[config.mk]
export PLATFORM = sky130hd
export DESIGN_NAME = ex
export DESIGN_NICKNAME = d
export VERILOG_FILES = /design/src/rtl/ex_pkg.sv /design/src/rtl/ex_div.sv /design/src/rtl/ex.sv
export SDC_FILE = /design/constraint.sdc
export NUM_CORES = 2
export LEC_CHECK = 0
export ABC_AREA = 1
export CAP_MARGIN = 20
export CORE_ASPECT_RATIO = 1.75
export CORE_MARGIN = 3
export CORE_UTILIZATION = 30
export CTS_CLUSTER_SIZE = 40
export DETAILED_ROUTE_END_ITERATION = 8
export MAX_ROUTING_LAYER = met4
export PLACE_DENSITY = 0.58
export SYNTH_ARGS = -nofsm -noshare
export SYNTH_HDL_FRONTEND = slang
export SYNTH_SLANG_ARGS = --single-unit
[constraint.sdc]
create_clock -name clk -period 16.8 [get_ports clk]
set_clock_uncertainty 0.15 [all_clocks]
set_input_delay 4.2 -clock clk [delete_from_list [all_inputs] [get_ports clk]]
set_output_delay 4.2 -clock clk [all_outputs]
set_load 0.02 [all_outputs]
[src/rtl/ex_pkg.sv]
// Shared definitions for the MIPS32 execute stage: bus widths, operation codes,
// result classes and the divider state encoding.
package ex_pkg;

    localparam int AluOpBus     = 8;
    localparam int AluSelBus    = 3;
    localparam int RegBus       = 32;
    localparam int RegAddrBus   = 5;
    localparam int DoubleRegBus = 64;

    localparam logic [RegBus-1:0] ZeroWord = 32'h0000_0000;

    localparam logic [AluOpBus-1:0] EXE_NOP_OP   = 8'b0000_0000;
    localparam logic [AluOpBus-1:0] EXE_AND_OP   = 8'b0010_0100;
    localparam logic [AluOpBus-1:0] EXE_OR_OP    = 8'b0010_0101;
    localparam logic [AluOpBus-1:0] EXE_XOR_OP   = 8'b0010_0110;
    localparam logic [AluOpBus-1:0] EXE_NOR_OP   = 8'b0010_0111;
    localparam logic [AluOpBus-1:0] EXE_SLL_OP   = 8'b0111_1100;
    localparam logic [AluOpBus-1:0] EXE_SRL_OP   = 8'b0000_0010;
    localparam logic [AluOpBus-1:0] EXE_SRA_OP   = 8'b0000_0011;
    localparam logic [AluOpBus-1:0] EXE_ADD_OP   = 8'b0010_0000;
    localparam logic [AluOpBus-1:0] EXE_ADDU_OP  = 8'b0010_0001;
    localparam logic [AluOpBus-1:0] EXE_SUB_OP   = 8'b0010_0010;
    localparam logic [AluOpBus-1:0] EXE_SUBU_OP  = 8'b0010_0011;
    localparam logic [AluOpBus-1:0] EXE_SLT_OP   = 8'b0010_1010;
    localparam logic [AluOpBus-1:0] EXE_SLTU_OP  = 8'b0010_1011;
    localparam logic [AluOpBus-1:0] EXE_MFHI_OP  = 8'b0001_0000;
    localparam logic [AluOpBus-1:0] EXE_MTHI_OP  = 8'b0001_0001;
    localparam logic [AluOpBus-1:0] EXE_MFLO_OP  = 8'b0001_0010;
    localparam logic [AluOpBus-1:0] EXE_MTLO_OP  = 8'b0001_0011;
    localparam logic [AluOpBus-1:0] EXE_MULT_OP  = 8'b0001_1000;
    localparam logic [AluOpBus-1:0] EXE_MULTU_OP = 8'b0001_1001;
    localparam logic [AluOpBus-1:0] EXE_DIV_OP   = 8'b0001_1010;
    localparam logic [AluOpBus-1:0] EXE_DIVU_OP  = 8'b0001_1011;

    localparam logic [AluSelBus-1:0] EXE_RES_NOP   = 3'b000;
    localparam logic [AluSelBus-1:0] EXE_RES_LOGIC = 3'b001;
    localparam logic [AluSelBus-1:0] EXE_RES_SHIFT = 3'b010;
    localparam logic [AluSelBus-1:0] EXE_RES_MOVE  = 3'b011;
    localparam logic [AluSelBus-1:0] EXE_RES_ARITH = 3'b100;

    typedef enum logic [1:0] {
        DIV_IDLE = 2'b00,
        DIV_BUSY = 2'b01,
        DIV_DONE = 2'b10
    } div_state_e;

    function automatic logic [RegBus-1:0] abs32(input logic [RegBus-1:0] v);
        return v[RegBus-1] ? (~v + 32'd1) : v;
    endfunction

endpackage

[src/rtl/ex_div.sv]
// Iterative 32-step restoring divider for DIV/DIVU; operands are sampled only
// when leaving IDLE, result is valid while ready=1 (one cycle in DONE).
module div_unit
    import ex_pkg::*;
(
    input  logic                    clk,
    input  logic                    rst,
    input  logic                    signed_div,
    input  logic [RegBus-1:0]       op1,
    input  logic [RegBus-1:0]       op2,
    input  logic                    start,
    output logic [DoubleRegBus-1:0] result,
    output logic                    ready
);

    div_state_e        state_q, state_d;
    logic [RegBus-1:0] rem_q, rem_d;
    logic [RegBus-1:0] quo_q, quo_d;
    logic [RegBus-1:0] dvs_q, dvs_d;
    logic [4:0]        cnt_q, cnt_d;
    logic              neg_quo_q, neg_quo_d;
    logic              neg_rem_q, neg_rem_d;
    logic [RegBus:0]   partial;
    logic [RegBus:0]   diff;

    always_ff @(posedge clk) begin
        if (rst) begin
            state_q   <= DIV_IDLE;
            rem_q     <= ZeroWord;
            quo_q     <= ZeroWord;
            dvs_q     <= ZeroWord;
            cnt_q     <= 5'd0;
            neg_quo_q <= 1'b0;
            neg_rem_q <= 1'b0;
        end else begin
            state_q   <= state_d;
            rem_q     <= rem_d;
            quo_q     <= quo_d;
            dvs_q     <= dvs_d;
            cnt_q     <= cnt_d;
            neg_quo_q <= neg_quo_d;
            neg_rem_q <= neg_rem_d;
        end
    end

    always_comb begin
        state_d   = state_q;
        rem_d     = rem_q;
        quo_d     = quo_q;
        dvs_d     = dvs_q;
        cnt_d     = cnt_q;
        neg_quo_d = neg_quo_q;
        neg_rem_d = neg_rem_q;
        ready     = 1'b0;
        // quotient register doubles as the dividend shift register
        partial   = {rem_q, quo_q[RegBus-1]};
        diff      = partial - {1'b0, dvs_q};

        case (state_q)
            DIV_IDLE: begin
                if (start) begin
                    if (op2 == ZeroWord) begin
                        // divide-by-zero lands directly in the result registers
                        rem_d     = op1;
                        quo_d     = 32'hFFFF_FFFF;
                        neg_quo_d = 1'b0;
                        neg_rem_d = 1'b0;
                        state_d   = DIV_DONE;
                    end else begin
                        rem_d     = ZeroWord;
                        quo_d     = signed_div ? abs32(op1) : op1;
                        dvs_d     = signed_div ? abs32(op2) : op2;
                        neg_quo_d = signed_div & (op1[RegBus-1] ^ op2[RegBus-1]);
                        neg_rem_d = signed_div & op1[RegBus-1];
                        cnt_d     = 5'd0;
                        state_d   = DIV_BUSY;
                    end
                end
            end
            DIV_BUSY: begin
                if (!diff[RegBus]) begin
                    rem_d = diff[RegBus-1:0];
                    quo_d = {quo_q[RegBus-2:0], 1'b1};
                end else begin
                    rem_d = partial[RegBus-1:0];
                    quo_d = {quo_q[RegBus-2:0], 1'b0};
                end
                cnt_d = cnt_q + 5'd1;
                if (cnt_q == 5'd31) begin
                    state_d = DIV_DONE;
                end
            end
            DIV_DONE: begin
                ready   = 1'b1;
                state_d = DIV_IDLE;
            end
            default: begin
                state_d = DIV_IDLE;
            end
        endcase
    end

    assign result = {(neg_rem_q ? (~rem_q + 32'd1) : rem_q),
                     (neg_quo_q ? (~quo_q + 32'd1) : quo_q)};

endmodule

[src/rtl/ex.sv]
// MIPS32 execute stage: combinational ALU/shift/compare/multiply datapath,
// output muxing toward EX/MEM, and the stall request for the iterative divider.
module ex
    import ex_pkg::*;
(
    input  logic                  clk,
    input  logic                  rst,
    input  logic [AluOpBus-1:0]   aluop_i,
    input  logic [AluSelBus-1:0]  alusel_i,
    input  logic [RegBus-1:0]     reg1_i,
    input  logic [RegBus-1:0]     reg2_i,
    input  logic [RegAddrBus-1:0] wd_i,
    input  logic                  wreg_i,
    input  logic [RegBus-1:0]     hi_i,
    input  logic [RegBus-1:0]     lo_i,
    output logic [RegAddrBus-1:0] wd_o,
    output logic                  wreg_o,
    output logic [RegBus-1:0]     wdata_o,
    output logic                  whilo_o,
    output logic [RegBus-1:0]     hi_o,
    output logic [RegBus-1:0]     lo_o,
    output logic                  stallreq_o
);

    logic [RegBus-1:0]       logic_res;
    logic [RegBus-1:0]       shift_res;
    logic [RegBus-1:0]       arith_res;
    logic [RegBus-1:0]       move_res;
    logic [RegBus-1:0]       sum;
    logic [RegBus-1:0]       sub;
    logic                    ov;
    logic [DoubleRegBus-1:0] mul_a;
    logic [DoubleRegBus-1:0] mul_b;
    logic [DoubleRegBus-1:0] mul_res;
    logic                    is_div;
    logic                    div_ready;
    logic [DoubleRegBus-1:0] div_res;

    always_comb begin
        logic_res = ZeroWord;
        case (aluop_i)
            EXE_AND_OP: logic_res = reg1_i & reg2_i;
            EXE_OR_OP:  logic_res = reg1_i | reg2_i;
            EXE_XOR_OP: logic_res = reg1_i ^ reg2_i;
            EXE_NOR_OP: logic_res = ~(reg1_i | reg2_i);
            default:    logic_res = ZeroWord;
        endcase
    end

    always_comb begin
        shift_res = ZeroWord;
        case (aluop_i)
            EXE_SLL_OP: shift_res = reg2_i << reg1_i[4:0];
            EXE_SRL_OP: shift_res = reg2_i >> reg1_i[4:0];
            EXE_SRA_OP: shift_res = $signed(reg2_i) >>> reg1_i[4:0];
            default:    shift_res = ZeroWord;
        endcase
    end

    assign sum = reg1_i + reg2_i;
    assign sub = reg1_i - reg2_i;

    always_comb begin
        arith_res = ZeroWord;
        ov        = 1'b0;
        case (aluop_i)
            EXE_ADD_OP: begin
                arith_res = sum;
                ov = (reg1_i[31] == reg2_i[31]) && (sum[31] != reg1_i[31]);
            end
            EXE_ADDU_OP: arith_res = sum;
            EXE_SUB_OP: begin
                arith_res = sub;
                ov = (reg1_i[31] != reg2_i[31]) && (sub[31] != reg1_i[31]);
            end
            EXE_SUBU_OP: arith_res = sub;
            EXE_SLT_OP:  arith_res = {31'd0, ($signed(reg1_i) < $signed(reg2_i))};
            EXE_SLTU_OP: arith_res = {31'd0, (reg1_i < reg2_i)};
            default:     arith_res = ZeroWord;
        endcase
    end

    always_comb begin
        move_res = ZeroWord;
        case (aluop_i)
            EXE_MFHI_OP: move_res = hi_i;
            EXE_MFLO_OP: move_res = lo_i;
            default:     move_res = ZeroWord;
        endcase
    end

    // the low 64 bits of the extended product give both signed and unsigned results
    assign mul_a   = (aluop_i == EXE_MULT_OP) ? {{32{reg1_i[31]}}, reg1_i} : {32'd0, reg1_i};
    assign mul_b   = (aluop_i == EXE_MULT_OP) ? {{32{reg2_i[31]}}, reg2_i} : {32'd0, reg2_i};
    assign mul_res = mul_a * mul_b;

    assign is_div = (aluop_i == EXE_DIV_OP) || (aluop_i == EXE_DIVU_OP);

    div_unit u_div (
        .clk        (clk),
        .rst        (rst),
        .signed_div (aluop_i == EXE_DIV_OP),
        .op1        (reg1_i),
        .op2        (reg2_i),
        .start      (is_div),
        .result     (div_res),
        .ready      (div_ready)
    );

    always_comb begin
        wd_o       = '0;
        wreg_o     = 1'b0;
        wdata_o    = ZeroWord;
        whilo_o    = 1'b0;
        hi_o       = ZeroWord;
        lo_o       = ZeroWord;
        stallreq_o = 1'b0;
        if (!rst) begin
            wd_o   = wd_i;
            wreg_o = wreg_i & ~ov;
            case (alusel_i)
                EXE_RES_LOGIC: wdata_o = logic_res;
                EXE_RES_SHIFT: wdata_o = shift_res;
                EXE_RES_ARITH: wdata_o = arith_res;
                EXE_RES_MOVE:  wdata_o = move_res;
                EXE_RES_NOP:   wdata_o = ZeroWord;
                default:       wdata_o = ZeroWord;
            endcase
            case (aluop_i)
                EXE_MTHI_OP: begin
                    whilo_o = 1'b1;
                    hi_o    = reg1_i;
                    lo_o    = lo_i;
                end
                EXE_MTLO_OP: begin
                    whilo_o = 1'b1;
                    hi_o    = hi_i;
                    lo_o    = reg1_i;
                end
                EXE_MULT_OP, EXE_MULTU_OP: begin
                    whilo_o = 1'b1;
                    wreg_o  = 1'b0;
                    {hi_o, lo_o} = mul_res;
                end
                EXE_DIV_OP, EXE_DIVU_OP: begin
                    stallreq_o = ~div_ready;
                    if (div_ready) begin
                        whilo_o = 1'b1;
                        {hi_o, lo_o} = div_res;
                    end
                end
                default: begin
                end
            endcase
        end
    end

endmodule

==> results.sh <==
export IMPL_cp_slowest_stage_delay_ns=0.56
export IMPL_synth_area_top_cells="fa_1, inv_1, nand2_1"
export IMPL_synthToLayoutAreaGrowth_pct=30.3
export IMPL_synth_top_area_share_pct=40.5
export IMPL_crit_path_start_kind="primary input"
export IMPL_via_per_inst=5.24
export IMPL_synth_seq_cells=105
export IMPL_crit_slowest_cell="fa_1"
export IMPL_synthArstFlopShare_pct=0
export IMPL_fin_crit_sh_pct=104
export IMPL_dieArea_sq_um=240000
export IMPL_antenna_left=0
export IMPL_gr_total_overflow=0
export IMPL_setup_viol=31
export IMPL_rows=234
export IMPL_chipHeight_um=646
export IMPL_worst_pin_slew_ns=1.22
export IMPL_detail_route_wl_per_cell_um=31.9
export IMPL_netlist_cell_type_count=61
export IMPL_syn_nets=11875
export IMPL_via_count=74319
export IMPL_portBuffers=250
export IMPL_path_clk_slew_ns=0.09
export IMPL_synth_ff_type="dfxtp_1"
export IMPL_grt_start_max_net_pins=67
export IMPL_core_sq_um=232000
export IMPL_clk_latency_ns=0.40
export IMPL_synth_edf_count=0
export IMPL_finalWorstPathRequiredPeriod_ns=17.40
export IMPL_status="finished with violations"
export IMPL_r2r_start="u_div.quo_q[31]"
export IMPL_hold_viol_final=0
export IMPL_cp_max_fo=5
export IMPL_first_global_vias=79114
export IMPL_yosysWarnings=0
export IMPL_violations="negative setup slack"
export IMPL_cp_startpoint="aluop_i[2]"
export IMPL_finalMaxSlewViolations=0
export IMPL_grt_pass1_wl_mm=613
export IMPL_critPathKind="in2out"
export IMPL_pin_count=251
export IMPL_drv_cap=0
export IMPL_cp_end_kind="output pin"
export IMPL_synth_most_common_cell="inv_1"
export IMPL_required_ns=12.45
export IMPL_htreeDepth=3
export IMPL_antenna_found_initial=42
export IMPL_cp_arrival_ns=13.05
export IMPL_rsz0062_at_grt="yes"
export IMPL_whs_ns=0.323
export IMPL_wl_mm=453
export IMPL_synth_cell_area_sq_um=70300
export IMPL_synth_commonest_cells="inv_1, nand2_1, fa_1"
export IMPL_root_buffer="clkbuf_16"
export IMPL_remaining_drc_errors=0
export IMPL_cts_tree="done"
export IMPL_avgSynthCellArea_sq_um=7.13
export IMPL_slew_headroom_pct=16.2
export IMPL_cp_buffers_inverters=15
export IMPL_cp_common_cell="fa_1"
export IMPL_yosysTopAreaCell="fa_1"
export IMPL_num_nets_final=13092
export IMPL_fin_ws_ns=-0.601
export IMPL_numCtsBuffers=9
export IMPL_cts_buffer_depth=2
export IMPL_dr_first_iter_drc_count=6095
export IMPL_gp_congestion=1.11
export IMPL_hpwl_mm=390
export IMPL_cpLargestDelayFamily="adder cells"
export IMPL_fmax_ghz=0.0575
export IMPL_worstHoldStart="u_div.cnt_q[4]"
export IMPL_syn_instance_count=9864
export IMPL_gr_usage_all_layers_pct=38.4
export IMPL_start_util_pct=30.2
export IMPL_firstDrtPassIters=8
export IMPL_hold_path_class="reg2reg"
export IMPL_fillers=24815
export IMPL_ys_seq_area_share_pct=2.99
export IMPL_drive_above_1_share_pct=21.8
export IMPL_cts_sinks=105
export IMPL_dieWidth_um=372
through the flow:
step                setup WS [ns]  utilization, %  TNS [ns]  area [sq um]  instances
floorplan                  0.0152               -         0         70400       9864
global placement            -2.08            36.8    -57.99         85500      13989
detailed placement          -1.98            36.8    -60.11         85500      13991
CTS                        -0.551            38.4     -9.15         89400      14092
global route               -0.812            39.4    -18.30         91500      14170
finish                     -0.601            39.4    -10.58         91600      14178
layout make-up:
type / instances / area (sq um) / share of cell area (%)
repair buffers: 1654 / 15200 / 16.6
clock buffers: 9 / 225 / 0.246
inverters: 2612 / 9870 / 10.8
well taps: 3068 / 3840 / 4.19
flip-flops and latches: 105 / 2100 / 2.30
clock inverters: 7 / 85.1 / 0.0929
multi-input cells: 6699 / 60200 / 65.7
diodes: 24 / 60.1 / 0.0656
placed cells by master (no fill, tap or decap), types with 37 or more instances in the layout:
master,n
a21oi_1,425
a21oi_2,63
a31oi_1,55
buf_12,135
buf_2,37
buf_4,1173
buf_6,141
clkdlybuf4s50_1,130
dfxtp_1,105
fa_1,1267
fa_2,155
ha_1,396
ha_4,44
inv_1,2448
inv_2,137
nand2_1,2041
nand2_2,66
nand3_1,284
nand3_2,38
nand4_1,55
nor2_1,456
nor2_2,68
nor2_4,83
nor3_1,52
o211ai_1,44
o21ai_0,416
o21ai_1,57
o22ai_1,129
xor2_1,75
logic make-up (layout without fill, tap and decap cells):
| logic type | after synthesis | after routing | share of synthesized area, % |
|---|---|---|---|
| simple gates | 3293 | 3293 | 19.2 |
| buf+inv | 3060 | 4282 | 16.5 |
| fa+ha+maj | 1864 | 1864 | 48.4 |
| compound gates | 1425 | 1425 | 11.4 |
| flops | 105 | 105 | 2.99 |
| xor+xnor | 102 | 102 | 1.27 |
| mux | 15 | 15 | 0.214 |
| other cells | 0 | 24 | 0 |
final timing paths:
path         slack (ns)         endpoint  depth (start not counted)
max reg2reg       12.73  u_div.rem_q[17]                         18
min                0.32   u_div.cnt_q[4]                          2
max               -0.60         hi_o[21]                         38
min reg2reg        0.32   u_div.cnt_q[4]                          2
sequential cells by signal (all words and copies together) (netlist names):
signal	flops
u_div.neg_rem_q	1
u_div.rem_q	32
u_div.cnt_q	5
u_div.state_q	2
u_div.dvs_q	32
u_div.neg_quo_q	1
u_div.quo_q	32
worst min-delay path: cells and delay by family, from the launching register on:
kind | cells | cell delay, ns
AO/OA/AOI/OAI | 1 | 0.05
flip-flops | 1 | 0.32
AND/OR/NAND/NOR | 1 | 0.06
what timing repair did:
| action | 4_1_cts | 5_1_grt |
|---|---|---|
| endpoints found under the hold margin | 0 | 0 |
| hold buffers | 0 | 0 |
| resized for setup | 1002 | 477 |
| endpoints found under the setup margin | 49 | 51 |
| buffers inserted | 90 | 71 |
| gates cloned | 5 | 1 |
| pin swaps | 292 | 261 |
routing by layer:
layer | vias up | part of all wire (%) | track usage, %
met1 | 37215 | 31 | 35.3
met4 | 0 | 15 | 42.9
met3 | 1646 | 5.5 | 4.93
li1 | 32017 | - | -
met2 | 3441 | 48 | 64.7
met5 | - | 0 | -
Power is left out: the tool's default activity adds up to more than one toggle a clock period on the data nets, which glitch-free logic cannot reach.
